[config.mk]
export PLATFORM = sky130hd
export DESIGN_NAME = gray_rd_arbiter_flat
export DESIGN_NICKNAME = d
export VERILOG_FILES = /design/src/rtl/gray_rd_arbiter_pkg.sv /design/src/rtl/gray_rd_arbiter_if.sv /design/src/rtl/gray_rd_arbiter_rr_pick.sv /design/src/rtl/gray_rd_arbiter.sv /design/src/flat_wrapper.sv
export SDC_FILE = /design/constraint.sdc
export NUM_CORES = 1
export LEC_CHECK = 0
export CAP_MARGIN = 20
export CORE_UTILIZATION = 49
export CTS_CLUSTER_SIZE = 30
export DETAILED_ROUTE_END_ITERATION = 12
export GPL_TIMING_DRIVEN = 0
export PLACE_DENSITY = 0.86
export SLEW_MARGIN = 5
export SYNTH_ARGS = -nofsm -noshare
export SYNTH_HDL_FRONTEND = slang
export SYNTH_SLANG_ARGS = --single-unit
[constraint.sdc]
create_clock -name clk -period 4.12 [get_ports clk]
set_input_delay 0.824 -clock clk [delete_from_list [all_inputs] [get_ports clk]]
set_output_delay 0.824 -clock clk [all_outputs]
set_load 0.02 [all_outputs]
[src/rtl/gray_rd_arbiter_pkg.sv]
// Shared types and default sizes for the gray-image read arbiter.
package gray_arb_pkg;

    // Arbiter FSM: waiting for a requester, or serving one window burst.
    typedef enum logic {
        ARB_IDLE  = 1'b0,
        ARB_BURST = 1'b1
    } arb_state_t;

    localparam int GRAY_ADDR_W   = 14;
    localparam int GRAY_DATA_W   = 8;
    localparam int LBP_BURST_LEN = 9;

endpackage : gray_arb_pkg

[src/rtl/gray_rd_arbiter_if.sv]
// Single read port of the gray-image memory: the arbiter is master, memory is slave.
interface gray_rd_arbiter_if #(
    parameter int ADDR_W = 14,
    parameter int DATA_W = 8
);
    logic              gray_req;
    logic [ADDR_W-1:0] gray_addr;
    logic              gray_ready;
    logic [DATA_W-1:0] gray_data;

    modport master (output gray_req, output gray_addr, input gray_ready, input gray_data);
    modport slave  (input gray_req, input gray_addr, output gray_ready, output gray_data);
endinterface : gray_rd_arbiter_if

[src/rtl/gray_rd_arbiter_rr_pick.sv]
// Combinational round-robin picker: search starts at last_owner+1 and wraps.
module rr_pick #(
    parameter int NREQ  = 2,
    parameter int IDX_W = 1
) (
    input  logic [NREQ-1:0]  req,
    input  logic [IDX_W-1:0] last_owner,
    output logic             any,
    output logic [IDX_W-1:0] winner
);

    logic [IDX_W:0]   sum_s;
    logic [IDX_W-1:0] cand_s;

    // Scan candidates in priority order and keep the first requester found.
    always_comb begin
        any    = 1'b0;
        winner = last_owner;
        sum_s  = {(IDX_W+1){1'b0}};
        cand_s = {IDX_W{1'b0}};
        for (int i = 1; i <= NREQ; i++) begin
            sum_s = {1'b0, last_owner} + (IDX_W+1)'(i);
            if (sum_s >= (IDX_W+1)'(NREQ)) begin
                sum_s = sum_s - (IDX_W+1)'(NREQ);
            end else begin
                sum_s = sum_s;
            end
            cand_s = sum_s[IDX_W-1:0];
            if (!any && req[cand_s]) begin
                any    = 1'b1;
                winner = cand_s;
            end else begin
                any    = any;
            end
        end
    end

endmodule : rr_pick

[src/rtl/gray_rd_arbiter.sv]
// Round-robin burst arbiter sharing the gray-image read port between LBP window engines.
// A grant is held for a whole window burst so neighbourhood fetches never interleave.
module gray_rd_arbiter
    import gray_arb_pkg::*;
#(
    parameter int NREQ      = 2,
    parameter int ADDR_W    = GRAY_ADDR_W,
    parameter int DATA_W    = GRAY_DATA_W,
    parameter int BURST_LEN = LBP_BURST_LEN
) (
    input  logic                   clk,
    input  logic                   reset,
    input  logic [NREQ-1:0]        req,
    input  logic [NREQ*ADDR_W-1:0] addr,
    output logic [NREQ-1:0]        grant,
    output logic [NREQ-1:0]        rvalid,
    output logic [DATA_W-1:0]      rdata,
    output logic                   busy,
    gray_rd_arbiter_if.master      mem,
    output logic [NREQ*16-1:0]     grant_cnt
);

    localparam int IDX_W = (NREQ > 1) ? $clog2(NREQ) : 1;
    localparam int CNT_W = (BURST_LEN > 1) ? $clog2(BURST_LEN) : 1;
    localparam logic [CNT_W-1:0] LAST_BEAT = CNT_W'(BURST_LEN - 1);

    arb_state_t             state_q, state_d;
    logic [IDX_W-1:0]       owner_q, owner_d;
    logic [IDX_W-1:0]       last_owner_q, last_owner_d;
    logic [CNT_W-1:0]       beat_cnt_q, beat_cnt_d;
    logic [NREQ-1:0]        grant_q, grant_d;
    logic                   busy_q, busy_d;
    logic [NREQ-1:0][15:0]  grant_cnt_q, grant_cnt_d;

    logic                   pick_any_s;
    logic [IDX_W-1:0]       pick_winner_s;
    logic                   owner_req_s;
    logic                   beat_s;
    logic                   full_beat_s;
    logic                   release_s;

    rr_pick #(
        .NREQ  (NREQ),
        .IDX_W (IDX_W)
    ) u_rr_pick (
        .req        (req),
        .last_owner (last_owner_q),
        .any        (pick_any_s),
        .winner     (pick_winner_s)
    );

    // State register and datapath registers; reset abandons any burst uncounted.
    always_ff @(posedge clk) begin
        if (reset) begin
            state_q      <= ARB_IDLE;
            owner_q      <= {IDX_W{1'b0}};
            last_owner_q <= IDX_W'(NREQ - 1);
            beat_cnt_q   <= {CNT_W{1'b0}};
            grant_q      <= {NREQ{1'b0}};
            busy_q       <= 1'b0;
            grant_cnt_q  <= '0;
        end else begin
            state_q      <= state_d;
            owner_q      <= owner_d;
            last_owner_q <= last_owner_d;
            beat_cnt_q   <= beat_cnt_d;
            grant_q      <= grant_d;
            busy_q       <= busy_d;
            grant_cnt_q  <= grant_cnt_d;
        end
    end

    // Next state: grab a winner when idle, release on full burst or abandon.
    always_comb begin
        state_d      = state_q;
        owner_d      = owner_q;
        last_owner_d = last_owner_q;
        beat_cnt_d   = beat_cnt_q;
        grant_d      = grant_q;
        busy_d       = busy_q;
        grant_cnt_d  = grant_cnt_q;
        case (state_q)
            ARB_IDLE: begin
                if (mem.gray_ready && pick_any_s) begin
                    state_d    = ARB_BURST;
                    owner_d    = pick_winner_s;
                    grant_d    = NREQ'(1) << pick_winner_s;
                    beat_cnt_d = {CNT_W{1'b0}};
                    busy_d     = 1'b1;
                end else begin
                    state_d    = ARB_IDLE;
                end
            end
            ARB_BURST: begin
                if (release_s) begin
                    state_d      = ARB_IDLE;
                    last_owner_d = owner_q;
                    grant_d      = {NREQ{1'b0}};
                    busy_d       = 1'b0;
                    beat_cnt_d   = {CNT_W{1'b0}};
                end else if (beat_s) begin
                    beat_cnt_d   = beat_cnt_q + CNT_W'(1);
                end else begin
                    beat_cnt_d   = beat_cnt_q;
                end
                if (full_beat_s) begin
                    grant_cnt_d[owner_q] = grant_cnt_q[owner_q] + 16'd1;
                end else begin
                    grant_cnt_d = grant_cnt_q;
                end
            end
            default: begin
                state_d = ARB_IDLE;
                grant_d = {NREQ{1'b0}};
                busy_d  = 1'b0;
            end
        endcase
    end

    // Outputs: memory strobe/address and beat qualifiers follow the live owner request.
    always_comb begin
        owner_req_s   = req[owner_q];
        beat_s        = 1'b0;
        full_beat_s   = 1'b0;
        release_s     = 1'b0;
        rvalid        = {NREQ{1'b0}};
        mem.gray_req  = 1'b0;
        mem.gray_addr = {ADDR_W{1'b0}};
        case (state_q)
            ARB_BURST: begin
                mem.gray_req  = owner_req_s;
                mem.gray_addr = addr[owner_q*ADDR_W +: ADDR_W];
                beat_s        = owner_req_s && mem.gray_ready;
                full_beat_s   = beat_s && (beat_cnt_q == LAST_BEAT);
                release_s     = full_beat_s || !owner_req_s;
                if (beat_s) begin
                    rvalid = NREQ'(1) << owner_q;
                end else begin
                    rvalid = {NREQ{1'b0}};
                end
            end
            ARB_IDLE: begin
                mem.gray_req  = 1'b0;
                mem.gray_addr = {ADDR_W{1'b0}};
            end
            default: begin
                mem.gray_req  = 1'b0;
                mem.gray_addr = {ADDR_W{1'b0}};
            end
        endcase
    end

    assign rdata     = mem.gray_data;
    assign grant     = grant_q;
    assign busy      = busy_q;
    assign grant_cnt = grant_cnt_q;

endmodule : gray_rd_arbiter

[src/flat_wrapper.sv]
// flat-port wrapper written by rule: the top's interface ports become plain ports
module gray_rd_arbiter_flat import gray_arb_pkg::*;
#(
    parameter int NREQ      = 2,
    parameter int ADDR_W    = GRAY_ADDR_W,
    parameter int DATA_W    = GRAY_DATA_W,
    parameter int BURST_LEN = LBP_BURST_LEN
)
  (clk, reset, req, addr, grant, rvalid, rdata, busy, grant_cnt, mem_gray_req, mem_gray_addr, mem_gray_ready, mem_gray_data);
  gray_rd_arbiter_if #(.ADDR_W(ADDR_W), .DATA_W(DATA_W)) mem_i ();
  input  logic clk;
  input  logic reset;
  input  logic [NREQ-1:0] req;
  input  logic [NREQ*ADDR_W-1:0] addr;
  output logic [NREQ-1:0] grant;
  output logic [NREQ-1:0] rvalid;
  output logic [DATA_W-1:0] rdata;
  output logic busy;
  output logic [NREQ*16-1:0] grant_cnt;
  output wire logic [$bits(mem_i.gray_req)-1:0] mem_gray_req;
  output wire logic [$bits(mem_i.gray_addr)-1:0] mem_gray_addr;
  input wire logic [$bits(mem_i.gray_ready)-1:0] mem_gray_ready;
  input wire logic [$bits(mem_i.gray_data)-1:0] mem_gray_data;
  assign mem_gray_req = mem_i.gray_req;
  assign mem_gray_addr = mem_i.gray_addr;
  assign mem_i.gray_ready = mem_gray_ready;
  assign mem_i.gray_data = mem_gray_data;
  gray_rd_arbiter #(.NREQ(NREQ), .ADDR_W(ADDR_W), .DATA_W(DATA_W), .BURST_LEN(BURST_LEN)) u_core (.clk(clk), .reset(reset), .req(req), .addr(addr), .grant(grant), .rvalid(rvalid), .rdata(rdata), .busy(busy), .mem(mem_i), .grant_cnt(grant_cnt));
endmodule
Word-level counts from Yosys, hierarchy flattened --
Index checks and enable logic that the tools add are counted.
Cells by class: add/subtract/negate cells 6, multipliers 1, divide/modulo/power cells 0, order comparisons 6, eq/ne operators 4, shifts and indexed selects 3, muxes and demuxes 37, bitwise logic cells 1, reductions and logical operators 13
Operators by type and width (number):
- $mux 16 | 3
- $bwmux 32 | 1
- $pmux 14 s2 | 1
- $shiftx 28x6->14 | 1
- $mux 1 | 19
- $add 16x1->16 const B | 1
- $demux 16 s1 | 1
- $mux 4 | 3
- $reduce_and 2->1 | 5
- $mux 2 | 4
- $pmux 4 s2 | 1
- $lt 1x2->1 const B | 3
- $pmux 1 s2 | 3
- $logic_and 1x1->1 | 5
- $add 4x1->4 const B | 1
- $eq 4x4->1 const B | 1
- $ge 2x2->1 const B | 2
- $mul 1x3->4 const B | 1
- $pmux 2 s2 | 1
- $shl 1x1->2 const A | 2
- $ne 3x3->1 const B | 1
- $add 1x1->2 const B | 1
- $add 1x2->2 const B | 1
- $logic_not 1->1 | 2
- 6 further kinds | 7
Storage, ports and cells: register bits after elaboration 42, bits in latches 0, memory bits (writable) 0, memory bits (read-only) 0, input port bits 41, word-level logic and storage cells 79, memories kept 0

Longest topological paths before layout --
Gate-level depths: netlist of run 1.
depth in word-level cells 12, mapped depth 10, depth with buffers taken out 6

Modules after synthesis --
A second synthesis of run 1 with hierarchy kept.
Second synthesis, totals: cells, all modules 309, area, all modules 2489.9 um^2
By module, submodules not included:
- gray_rd_arbiter | times used 1, cells each 306, area each 2474.9 um^2, seq. area each 840.8 um^2
- rr_pick | times used 1, cells each 3, area each 15.0 um^2, seq. area each 0.0 um^2

Worst setup path before layout of run 1 --
Ideal clock, no wire load.
path type input-to-output, start point in req[1], end point out rvalid[0], arrival 1.787 ns, data required time 3.296 ns, slack 1.509 ns, stages on the path 4, buffers on the path 0, cells stage by stage mux2i_1 nor2b_1 nand2_1 nor2_1
Between the ends: longest elaborated chain between the ends 5
Ends and longest elaborated chain:
- start: declaration | line flat_wrapper.sv:13 | input logic [NREQ-1:0] req;
- $mux 1 (not written as such) (2 in series) | line gray_rd_arbiter.sv:122 | owner_req_s = req[owner_q];
- $logic_and 1x1->1 | line gray_rd_arbiter.sv:133 | beat_s = owner_req_s && mem.gray_ready;
- $mux 2 | line gray_rd_arbiter.sv:136 | if (beat_s) begin
- $mux 2 | line gray_rd_arbiter.sv:129 | case (state_q)
- end: declaration | line flat_wrapper.sv:16 | output logic [NREQ-1:0] rvalid;
Every way passes these cells. The select of a mux whose other input is x is not followed.

Final worst setup path of run 1 --
start point in req[1], end point out rvalid[1]
The elaborated chain is that of the path after synthesis.

==> results.yml, run 1 <==
drt:
  detailedRoute.firstPassIterationCount: 5
  remaining_drc_errors: 0
  ant_nets: 0
  vias_per_cell: 6.53
  wl_um: 9280
  vias: 3345
  initialDrtViolationCount: 501
  final_routed_wire_length_divided_by_cell_count_um: 18.1
timing:
  maxClockFrequency_mhz: 274
  total_count_of_max_transition_violations_in_the_final_report: 0
  fin_skew_ns: 0.00658
  transition_time_at_the_pin_with_the_least_slew_margin_ns: 1.19
  slew-limit-headroom: 0.208
  hold_violation_total_from_the_final_report: 0
  fin_tns_setup_ns: 0
  final_min_period_over_clock_period: 0.887
  setup_repair_after_global_routing_missed_its_margin: "false"
  finalSetupViolCount: 0
  fin_hold_ws_ns: 0.476
  finalCriticalPeriod_ns: 3.65
synthesis:
  postSynthNetCount: 385
  yosys.cell_types.count: 54
  cell_area_after_technology_mapping_um2: 2890
  ff_latch_count_synth: 42
  post_synth.cell_area_avg_um2: 8.46
  part_of_the_yosys_area_used_for_sequential_elements: 0.291
  most_frequently_used_flop_master_after_synthesis: "sky130_fd_sc_hd__dfxtp_1"
  syn_inst: 341
  synth_edf_count: 0
  synth_async_sr_flop_share: 0
  yosys_warnings: 0
min_path:
  hp-start: "u_core.last_owner_q"
  worst_hold_path_type: "register to register"
  hold_path_end: "u_core.last_owner_q"
  holdPathStages: 2
finish:
  flow.area_growth_from_synthesis_pct: 37.9
  drive_above_1_share: 0.0909
  layout_commonest_cell: "sky130_fd_sc_hd__clkdlybuf4s50_1"
  finish.utilization: 0.714
  finish.net_count: 483
  mostFrequentLayoutCells: "sky130_fd_sc_hd__clkdlybuf4s50_1, sky130_fd_sc_hd__dfxtp_1, sky130_fd_sc_hd__nand3_1"
  count_of_antenna_diodes_in_the_layout: 0
setup_path:
  critPathRequiredTime_ns: 3.30
  timing.critical_path.fanout_max: 7
  critical_path.endpoint_type: "output pin"
  reg_to_reg_setup_timing_slack_ns: 1.10
  arrival_ns: 2.83
  startpoint_type: "input port"
  rr_endpoint: "u_core.grant_cnt[28]"
  path_cells: "clkdlybuf4s50_1 > mux2i_1 > nor2b_1 > and3_1 > clkdlybuf4s50_1"
  timing_worst_setup_path_type: "input port to output pin"
  cpMostUsedCell: "sky130_fd_sc_hd__clkdlybuf4s50_1"
  critical_path.reg2reg.startpoint: "u_core.owner_q"
  crit_path_top_delay_cell: "sky130_fd_sc_hd__clkdlybuf4s50_1"
  cpPeakStageDelay_ns: 0.53
  r2r_cells: 9
clock_tree:
  cts.sinks: 42
  postCtsSetupBuffers: 0
  cts.clk_slew.worst_paths_ns: 0.08
  clock_tree.root_cell: "sky130_fd_sc_hd__clkbuf_8"
  ctsLongestPathBuffers: 2
  ctsResizeCount: 0
  cts_tree: "done"
  clk_latency_ns: 0.30
  cts.hold.buffers_added: 0
  cts_made_buffers: 5
  cts_max_level: 2
pwr:
  power-per-cell-area_nw_per_um2: 223
  leakagePower_nw: 1.41
  vdd_drop_max_uv: 138
grt:
  grt_overflow_total: 0
  grt_max_degree: 13
  global_route_wire_length_before_repair_um: 14900
  grt.total_usage: 0.302
  via_count_of_the_first_global_routing_pass: 3159
  antenna_violations_before_repair: 0
outcome:
  outcome: "complete, no violations"
die:
  initial_utilization: 0.518
  die-height_um: 78.7
  die_width_um: 78.7
  fp.dieArea_um2: 6200
  coreArea_um2: 5570
  pin_count: 101
  placementRows: 27
flow_run:
  drv_cap: 0
placed_design:
  place_congestion: 0.956
  hpwl_um: 6710
  portBuffers: 91
==> metal layers <==
| metal | GRT usage | wire length [µm] | vias up |
|---|---|---|---|
| li1 | - | - | 1504 |
| met1 | 0.373 | 3610 | 1576 |
| met2 | 0.507 | 4520 | 224 |
| met3 | 0.0644 | 915 | 41 |
| met4 | 0.122 | 226 | 0 |
| met5 | 0 | 0 | - |
==> power breakdown <==
part | switching [mW] | internal [mW] | leakage, nW
Combinational | 0.0889 | 0.0923 | 1.02
Sequential | 0.00459 | 0.411 | 0.340
Clock | 0.153 | 0.136 | 0.0482
Total | 0.247 | 0.639 | 1.41
==> cell usage after synthesis, types with 2 or more instances <==
cell | n | area share
sky130_fd_sc_hd__nand4b_4 | 2 | 0.016
sky130_fd_sc_hd__o31ai_1 | 4 | 0.010
sky130_fd_sc_hd__nand3_1 | 28 | 0.049
sky130_fd_sc_hd__nand4_1 | 19 | 0.041
sky130_fd_sc_hd__nor2b_1 | 16 | 0.035
sky130_fd_sc_hd__o211a_1 | 2 | 0.0069
sky130_fd_sc_hd__nor3_1 | 5 | 0.0087
sky130_fd_sc_hd__and3_1 | 2 | 0.0043
sky130_fd_sc_hd__dfxtp_1 | 42 | 0.29
sky130_fd_sc_hd__and4_1 | 3 | 0.0091
sky130_fd_sc_hd__mux2i_1 | 24 | 0.083
sky130_fd_sc_hd__a32oi_1 | 6 | 0.018
sky130_fd_sc_hd__a22oi_1 | 4 | 0.010
sky130_fd_sc_hd__nand2b_1 | 3 | 0.0065
sky130_fd_sc_hd__mux2_2 | 11 | 0.043
sky130_fd_sc_hd__ha_1 | 3 | 0.013
sky130_fd_sc_hd__or4b_1 | 2 | 0.0069
sky130_fd_sc_hd__and4b_1 | 4 | 0.014
sky130_fd_sc_hd__inv_1 | 3 | 0.0039
sky130_fd_sc_hd__o21a_1 | 2 | 0.0052
sky130_fd_sc_hd__clkbuf_1 | 11 | 0.014
sky130_fd_sc_hd__o21ai_1 | 3 | 0.0052
sky130_fd_sc_hd__xnor2_1 | 7 | 0.021
sky130_fd_sc_hd__o211ai_1 | 6 | 0.016
sky130_fd_sc_hd__a31oi_1 | 3 | 0.0065
sky130_fd_sc_hd__nand2_1 | 15 | 0.020
sky130_fd_sc_hd__nor4_1 | 13 | 0.028
sky130_fd_sc_hd__o311ai_1 | 2 | 0.0061
sky130_fd_sc_hd__nand4b_1 | 5 | 0.015
sky130_fd_sc_hd__buf_6 | 2 | 0.0078
sky130_fd_sc_hd__and2_1 | 4 | 0.0087
sky130_fd_sc_hd__buf_1 | 2 | 0.0026
sky130_fd_sc_hd__nor4b_1 | 2 | 0.0061
sky130_fd_sc_hd__a21oi_1 | 15 | 0.026
sky130_fd_sc_hd__nor2_1 | 16 | 0.021
sky130_fd_sc_hd__o311ai_0 | 4 | 0.012
sky130_fd_sc_hd__or4_1 | 2 | 0.0052
sky130_fd_sc_hd__o21ai_0 | 10 | 0.017
sky130_fd_sc_hd__buf_4 | 8 | 0.021
sky130_fd_sc_hd__a22o_1 | 2 | 0.0061
sky130_fd_sc_hd__nand3b_1 | 4 | 0.010
sky130_fd_sc_hd__buf_2 | 8 | 0.014
==> state kept, by name, summed over array words and instances (netlist names) <==
register	flops
u_core.busy	1
u_core.grant	2
u_core.owner_q	1
u_core.grant_cnt	32
u_core.beat_cnt_q	4
u_core.state_q	1
u_core.last_owner_q	1
==> worst max-delay path: cells and delay by family <==
family | cells | cell delay (ns)
AND/OR/NAND/NOR | 2 | 0.41
multiplexers | 1 | 0.53
buffers and inverters | 2 | 1.06
==> per-stage QoR <==
stage	worst slack (ns)	std cells	instance area (µm²)	total power [mW]
6_report	0.466	512	3980	0.886
5_1_grt	0.365	512	3980	0.912
2_1_floorplan	1.51	341	2890	0.526
3_5_place_dp	0.522	504	3890	0.605
3_3_place_gp	0.525	504	3890	0.602
4_1_cts	0.498	512	3980	0.883
==> how the worst max path moves through the flow <==
stage	from	end	slack, ns
finish	req[1]	rvalid[1]	0.47
CTS	req[1]	rvalid[1]	0.50
floorplan	req[1]	rvalid[0]	1.51
global placement	req[1]	rvalid[1]	0.52
detailed placement	req[1]	rvalid[1]	0.52
global route	req[1]	rvalid[1]	0.36
==> area by class of cell <==
class / count / area, µm²
multi-input combinational: 264 / 1860
inverter: 4 / 15.0
tap: 72 / 90.1
clock buffer: 7 / 86.3
fill: 478 / 1600
sequential: 42 / 841
buffer: 31 / 171
timing repair buffer: 91 / 911
clock inverter: 1 / 5.00
==> cells by family after synthesis <==
kind of cell,share of synthesized area
buffers and inverters,0.0646
and+or+nand+nor,0.317
muxes,0.126
DFF,0.291
adders and majority gates,0.0130
AOI/OAI and AO/OA,0.163
xor gates and xnor gates,0.0243
Power figures use the tool's default switching activity.
==> inputs of run 2 (changes only) <==
--- a/config.mk
+++ b/config.mk
@@ -11,6 +11,7 @@
 export DETAILED_ROUTE_END_ITERATION = 12
 export GPL_TIMING_DRIVEN = 0
 export PLACE_DENSITY = 0.86
+export RECOVER_POWER = 25
 export SLEW_MARGIN = 5
 export SYNTH_ARGS = -nofsm -noshare
 export SYNTH_HDL_FRONTEND = slang
==> results.yml, run 2 (same netlist as run 1, synthesis figures left out) <==
clock_tree:
  cts.hold.buffers_added: 0
  ctsResizeCount: 0
  cts.sinks: 42
  clock_tree.root_cell: "sky130_fd_sc_hd__clkbuf_8"
  clk_latency_ns: 0.31
  cts_made_buffers: 5
  cts_max_level: 2
  ctsLongestPathBuffers: 2
  postCtsSetupBuffers: 0
  cts.clk_slew.worst_paths_ns: 0.08
  cts_tree: "done"
pwr:
  power.sequential.fraction: 0.471
  clock_power_share: 0.325
  power-per-cell-area_nw_per_um2: 222
  comb_power_share: 0.205
  net-switching-power_mw: 0.245
  leakagePower_nw: 1.49
  vdd_drop_max_uv: 136
  internal-power_mw: 0.638
  finalPower_mw: 0.884
  power.switching_fraction: 0.278
setup_path:
  startpoint_type: "input port"
  path_cells: "clkdlybuf4s50_1 > mux2i_1 > nor2b_1 > and3_1 > clkdlybuf4s50_1"
  critical_path.reg2reg.startpoint: "u_core.owner_q"
  worst_setup_path_endpoint: "rvalid[1]"
  crit_path_cell_count: 5
  timing_worst_setup_path_type: "input port to output pin"
  critical_path.endpoint_type: "output pin"
  crit_path_top_delay_cell: "sky130_fd_sc_hd__mux2i_1"
  r2r_cells: 9
  worst_setup_path_startpoint: "req[1]"
  cpPeakStageDelay_ns: 0.55
  reg_to_reg_setup_timing_slack_ns: 1.10
  worst-path-buf-inv: 2
  path_delay_family: "buffers and inverters"
  critPathRequiredTime_ns: 3.30
  rr_endpoint: "u_core.grant_cnt[28]"
  arrival_ns: 2.87
  cpMostUsedCell: "sky130_fd_sc_hd__clkdlybuf4s50_1"
  timing.critical_path.fanout_max: 7
placed_design:
  place_congestion: 0.956
  hpwl_um: 6710
  portBuffers: 91
grt:
  grt.total_usage: 0.302
  grt_max_degree: 13
  antenna_violations_before_repair: 0
  grt_overflow_total: 0
  global_route_wire_length_before_repair_um: 14900
  via_count_of_the_first_global_routing_pass: 3159
finish:
  multiInputGateArea_um2: 1860
  mostFrequentLayoutCells: "sky130_fd_sc_hd__clkdlybuf4s50_1, sky130_fd_sc_hd__dfxtp_1, sky130_fd_sc_hd__nand3_1"
  finish.net_count: 483
  sequential_cell_area_um2: 841
  layout.filler_cells: 478
  layout_commonest_cell: "sky130_fd_sc_hd__clkdlybuf4s50_1"
  drive_above_1_share: 0.0909
  largest_register_ffs: 32
  flow.area_growth_from_synthesis_pct: 37.9
  count_of_antenna_diodes_in_the_layout: 0
flow_run:
  drv_cap: 0
timing:
  setup_repair_after_global_routing_missed_its_margin: "false"
  total_count_of_max_transition_violations_in_the_final_report: 0
  slew-limit-headroom: 0.212
  finalSetupViolCount: 0
  maxClockFrequency_mhz: 271
  finalCriticalPeriod_ns: 3.69
  fin_skew_ns: 0.00667
  fin_tns_setup_ns: 0
  transition_time_at_the_pin_with_the_least_slew_margin_ns: 1.18
  final_min_period_over_clock_period: 0.896
  hold_violation_total_from_the_final_report: 0
die:
  fp.dieArea_um2: 6200
  initial_utilization: 0.518
  coreArea_um2: 5570
  placementRows: 27
  die-height_um: 78.7
  pin_count: 101
  die_width_um: 78.7
drt:
  wl_um: 9300
  final_routed_wire_length_divided_by_cell_count_um: 18.2
  initialDrtViolationCount: 460
  vias_per_cell: 6.57
  remaining_drc_errors: 0
  ant_nets: 0
  vias: 3363
  detailedRoute.firstPassIterationCount: 5
min_path:
  worst_hold_path_type: "register to register"
outcome:
  outcome: "complete, no violations"
run 2: changes by cell type in the layout (fill, tap and decap cells not counted), sizes merged:
cell           change
buf                -1
clkbuf             +1
clkdlybuf4s50     -24
dlygate4sd3       +24
run 2: how the worst min path moves through the flow:
stage	start	end	slack, ns	depth (start not counted)
after floorplan	u_core.last_owner_q	u_core.last_owner_q	0.44	2
after global placement	u_core.last_owner_q	u_core.last_owner_q	0.45	2
after CTS	u_core.last_owner_q	u_core.last_owner_q	0.48	2
after detailed placement	u_core.last_owner_q	u_core.last_owner_q	0.46	2
final	u_core.last_owner_q	u_core.last_owner_q	0.48	2
after global routing	u_core.last_owner_q	u_core.last_owner_q	0.51	2
run 2: stage by stage:
stage,worst slack (ns),cell area [µm²],instances,hold WS (ns),utilization
3_5_place_dp,0.522,3890,504,0.459,0.697
6_report,0.427,3980,512,0.477,0.714
3_3_place_gp,0.525,3890,504,0.446,0.697
4_1_cts,0.498,3980,512,0.479,0.714
5_1_grt,0.365,3980,512,0.514,0.714
2_1_floorplan,1.51,2890,341,0.436,-
run 2: power groups by stage:
stage | clock network (mW) | logic [mW] | registers (mW)
after floorplan | 0 | 0.0982 | 0.428
after global placement | 0 | 0.177 | 0.425
after detailed placement | 0 | 0.180 | 0.425
after CTS | 0.286 | 0.180 | 0.416
after global routing | 0.302 | 0.192 | 0.417
final | 0.287 | 0.181 | 0.416
run 2: final cells by class:
class                           instances  share of cell area
Timing Repair Buffer                   91               0.229
Tap cell                               72              0.0226
Buffer                                 31              0.0431
Clock buffer                            7              0.0217
Multi-Input combinational cell        264               0.467
Clock inverter                          1             0.00126
Sequential cell                        42               0.211
Inverter                                4             0.00377
run 2: layer usage:
| layer | wire length [µm] | vias up | global-route usage |
|---|---|---|---|
| met2 | 4510 | 251 | 0.507 |
| met3 | 951 | 42 | 0.0644 |
| met4 | 207 | 0 | 0.122 |
| met1 | 3640 | 1564 | 0.373 |
| li1 | - | 1506 | - |
| met5 | 0 | - | 0 |
run 2: tightest hold or removal path, delay by kind of cell, from the launching register on:
family / cells / cell delay [ns]
mux: 1 / 0.06
simple gates: 1 / 0.06
flops: 1 / 0.33
==> inputs of run 3 (changes only) <==
--- a/config.mk
+++ b/config.mk
@@ -10,7 +10,7 @@
 export CTS_CLUSTER_SIZE = 30
 export DETAILED_ROUTE_END_ITERATION = 12
 export GPL_TIMING_DRIVEN = 0
-export PLACE_DENSITY = 0.86
+export PLACE_DENSITY = 0.93
 export RECOVER_POWER = 25
 export SLEW_MARGIN = 5
 export SYNTH_ARGS = -nofsm -noshare
==> results.yml, run 3 (same netlist as run 1, synthesis figures left out) <==
drt:
  vias_per_cell: 6.56
  wl_um: 9560
  final_routed_wire_length_divided_by_cell_count_um: 18.7
  vias: 3358
  initialDrtViolationCount: 418
  ant_nets: 0
  detailedRoute.firstPassIterationCount: 6
  remaining_drc_errors: 0
clock_tree:
  postCtsSetupBuffers: 0
  clock_tree.root_cell: "sky130_fd_sc_hd__clkbuf_8"
  ctsLongestPathBuffers: 2
  cts_tree: "done"
  clk_latency_ns: 0.31
  cts.clk_slew.worst_paths_ns: 0.08
  cts.sinks: 42
  ctsResizeCount: 0
  cts_made_buffers: 5
  cts_max_level: 2
  cts.hold.buffers_added: 0
placed_design:
  hpwl_um: 6950
  pre_cts_slack_ns: 0.476
  portBuffers: 91
  place_congestion: 0.945
  placement.cell_area_um2: 3890
timing:
  transition_time_at_the_pin_with_the_least_slew_margin_ns: 1.06
  fin_skew_ns: 0.0122
  total_count_of_max_transition_violations_in_the_final_report: 0
  finalSetupViolCount: 0
  fin_tns_setup_ns: 0
  slew-limit-headroom: 0.291
  hold_violation_total_from_the_final_report: 0
  finalCriticalPeriod_ns: 3.69
  maxClockFrequency_mhz: 271
  final_min_period_over_clock_period: 0.895
  setup_repair_after_global_routing_missed_its_margin: "false"
  final.setup.worst_slack_ns: 0.434
flow_run:
  drv_cap: 0
finish:
  finish.net_count: 483
  layout.filler_cells: 435
  post_route_cell_area_um2: 3980
  mostFrequentLayoutCells: "sky130_fd_sc_hd__clkdlybuf4s50_1, sky130_fd_sc_hd__dfxtp_1, sky130_fd_sc_hd__nand3_1"
  count_of_antenna_diodes_in_the_layout: 0
  layout_commonest_cell: "sky130_fd_sc_hd__clkdlybuf4s50_1"
  largest_register_ffs: 32
  drive_above_1_share: 0.0932
  flow.area_growth_from_synthesis_pct: 38.0
setup_path:
  critical_path.endpoint_type: "output pin"
  critPathRequiredTime_ns: 3.30
  cpPeakStageDelay_ns: 0.62
  timing_worst_setup_path_type: "input port to output pin"
  startpoint_type: "input port"
  timing.critical_path.fanout_max: 7
  path_cells: "clkdlybuf4s50_1 > mux2i_1 > nor2b_1 > nand2_1 > nor2_1 > clkdlybuf4s50_1"
  cpMostUsedCell: "sky130_fd_sc_hd__clkdlybuf4s50_1"
  arrival_ns: 2.86
  crit_path_top_delay_cell: "sky130_fd_sc_hd__clkdlybuf4s50_1"
pwr:
  power-per-cell-area_nw_per_um2: 223
  power.sequential.fraction: 0.470
  vdd_drop_max_uv: 163
  clock_power_share: 0.323
  comb_power_share: 0.208
  power.switching_fraction: 0.280
  internal-power_mw: 0.638
  leakagePower_nw: 1.49
  net-switching-power_mw: 0.248
grt:
  groute.layer.met2.usage: 0.520
  globalRoute.busiestLayer: "met2"
  met1_usage: 0.369
  via_count_of_the_first_global_routing_pass: 3119
  globalRouteMet3Util: 0.0609
  grt_overflow_total: 0
  antenna_violations_before_repair: 0
  grt_max_degree: 14
  global_route_wire_length_before_repair_um: 15000
  grt.total_usage: 0.308
die:
  placementRows: 27
  fp.dieArea_um2: 6200
  die_width_um: 78.7
  coreArea_um2: 5570
  initial_utilization: 0.518
  pin_count: 101
  die-height_um: 78.7
outcome:
  outcome: "complete, no violations"
min_path:
  worst_hold_path_type: "register to register"
[run 3: cell types whose count changed in the layout (fill, tap and decap cells not counted), sizes merged]
cell      delta
clkbuf       -1
clkinvlp     +1
[run 3: power groups by stage]
stage	Combinational [mW]	Clock, mW	Sequential [mW]
2_1_floorplan	0.0982	0	0.428
3_3_place_gp	0.177	0	0.425
3_5_place_dp	0.182	0	0.425
4_1_cts	0.183	0.284	0.416
5_1_grt	0.194	0.307	0.417
6_report	0.184	0.286	0.416
[run 3: routing by layer]
layer  wire length (µm)  up-vias
met2               4490      267
met4                357        0
li1                   -     1516
met5                  0        -
met1               3620     1523
met3               1100       52
[run 3: final timing paths]
| check | start | end | slack [ns] | depth (start not counted) |
|---|---|---|---|---|
| setup / recovery | req[1] | rvalid[0] | 0.43 | 6 |
| hold / removal | u_core.last_owner_q | u_core.last_owner_q | 0.48 | 2 |
| setup reg to reg | u_core.owner_q | u_core.grant_cnt[12] | 1.10 | 9 |
| hold reg to reg | u_core.last_owner_q | u_core.last_owner_q | 0.48 | 2 |
[run 3: stage by stage]
stage	power (mW)	util	hold WS (ns)	instances
floorplan	0.526	-	0.436	341
global placement	0.602	0.697	0.450	504
detailed placement	0.608	0.697	0.460	504
CTS	0.883	0.714	0.480	512
global route	0.917	0.714	0.506	512
finish	0.886	0.714	0.478	512
[run 3: critical path, delay by kind of cell]
family / cells / cell delay (ns)
buf+inv: 2 / 1.24
simple gates: 3 / 0.53
mux: 1 / 0.26
[run 3: layout make-up]
type                       count  area (µm²)  share of cell area
multi-input combinational    264        1860               0.467
sequential                    42         841               0.211
tap                           72        90.1              0.0226
buffer                        31         171              0.0431
timing repair buffer          91         911               0.229
clock inverter                 2        12.5             0.00314
inverter                       4        15.0             0.00377
clock buffer                   6        82.6              0.0207
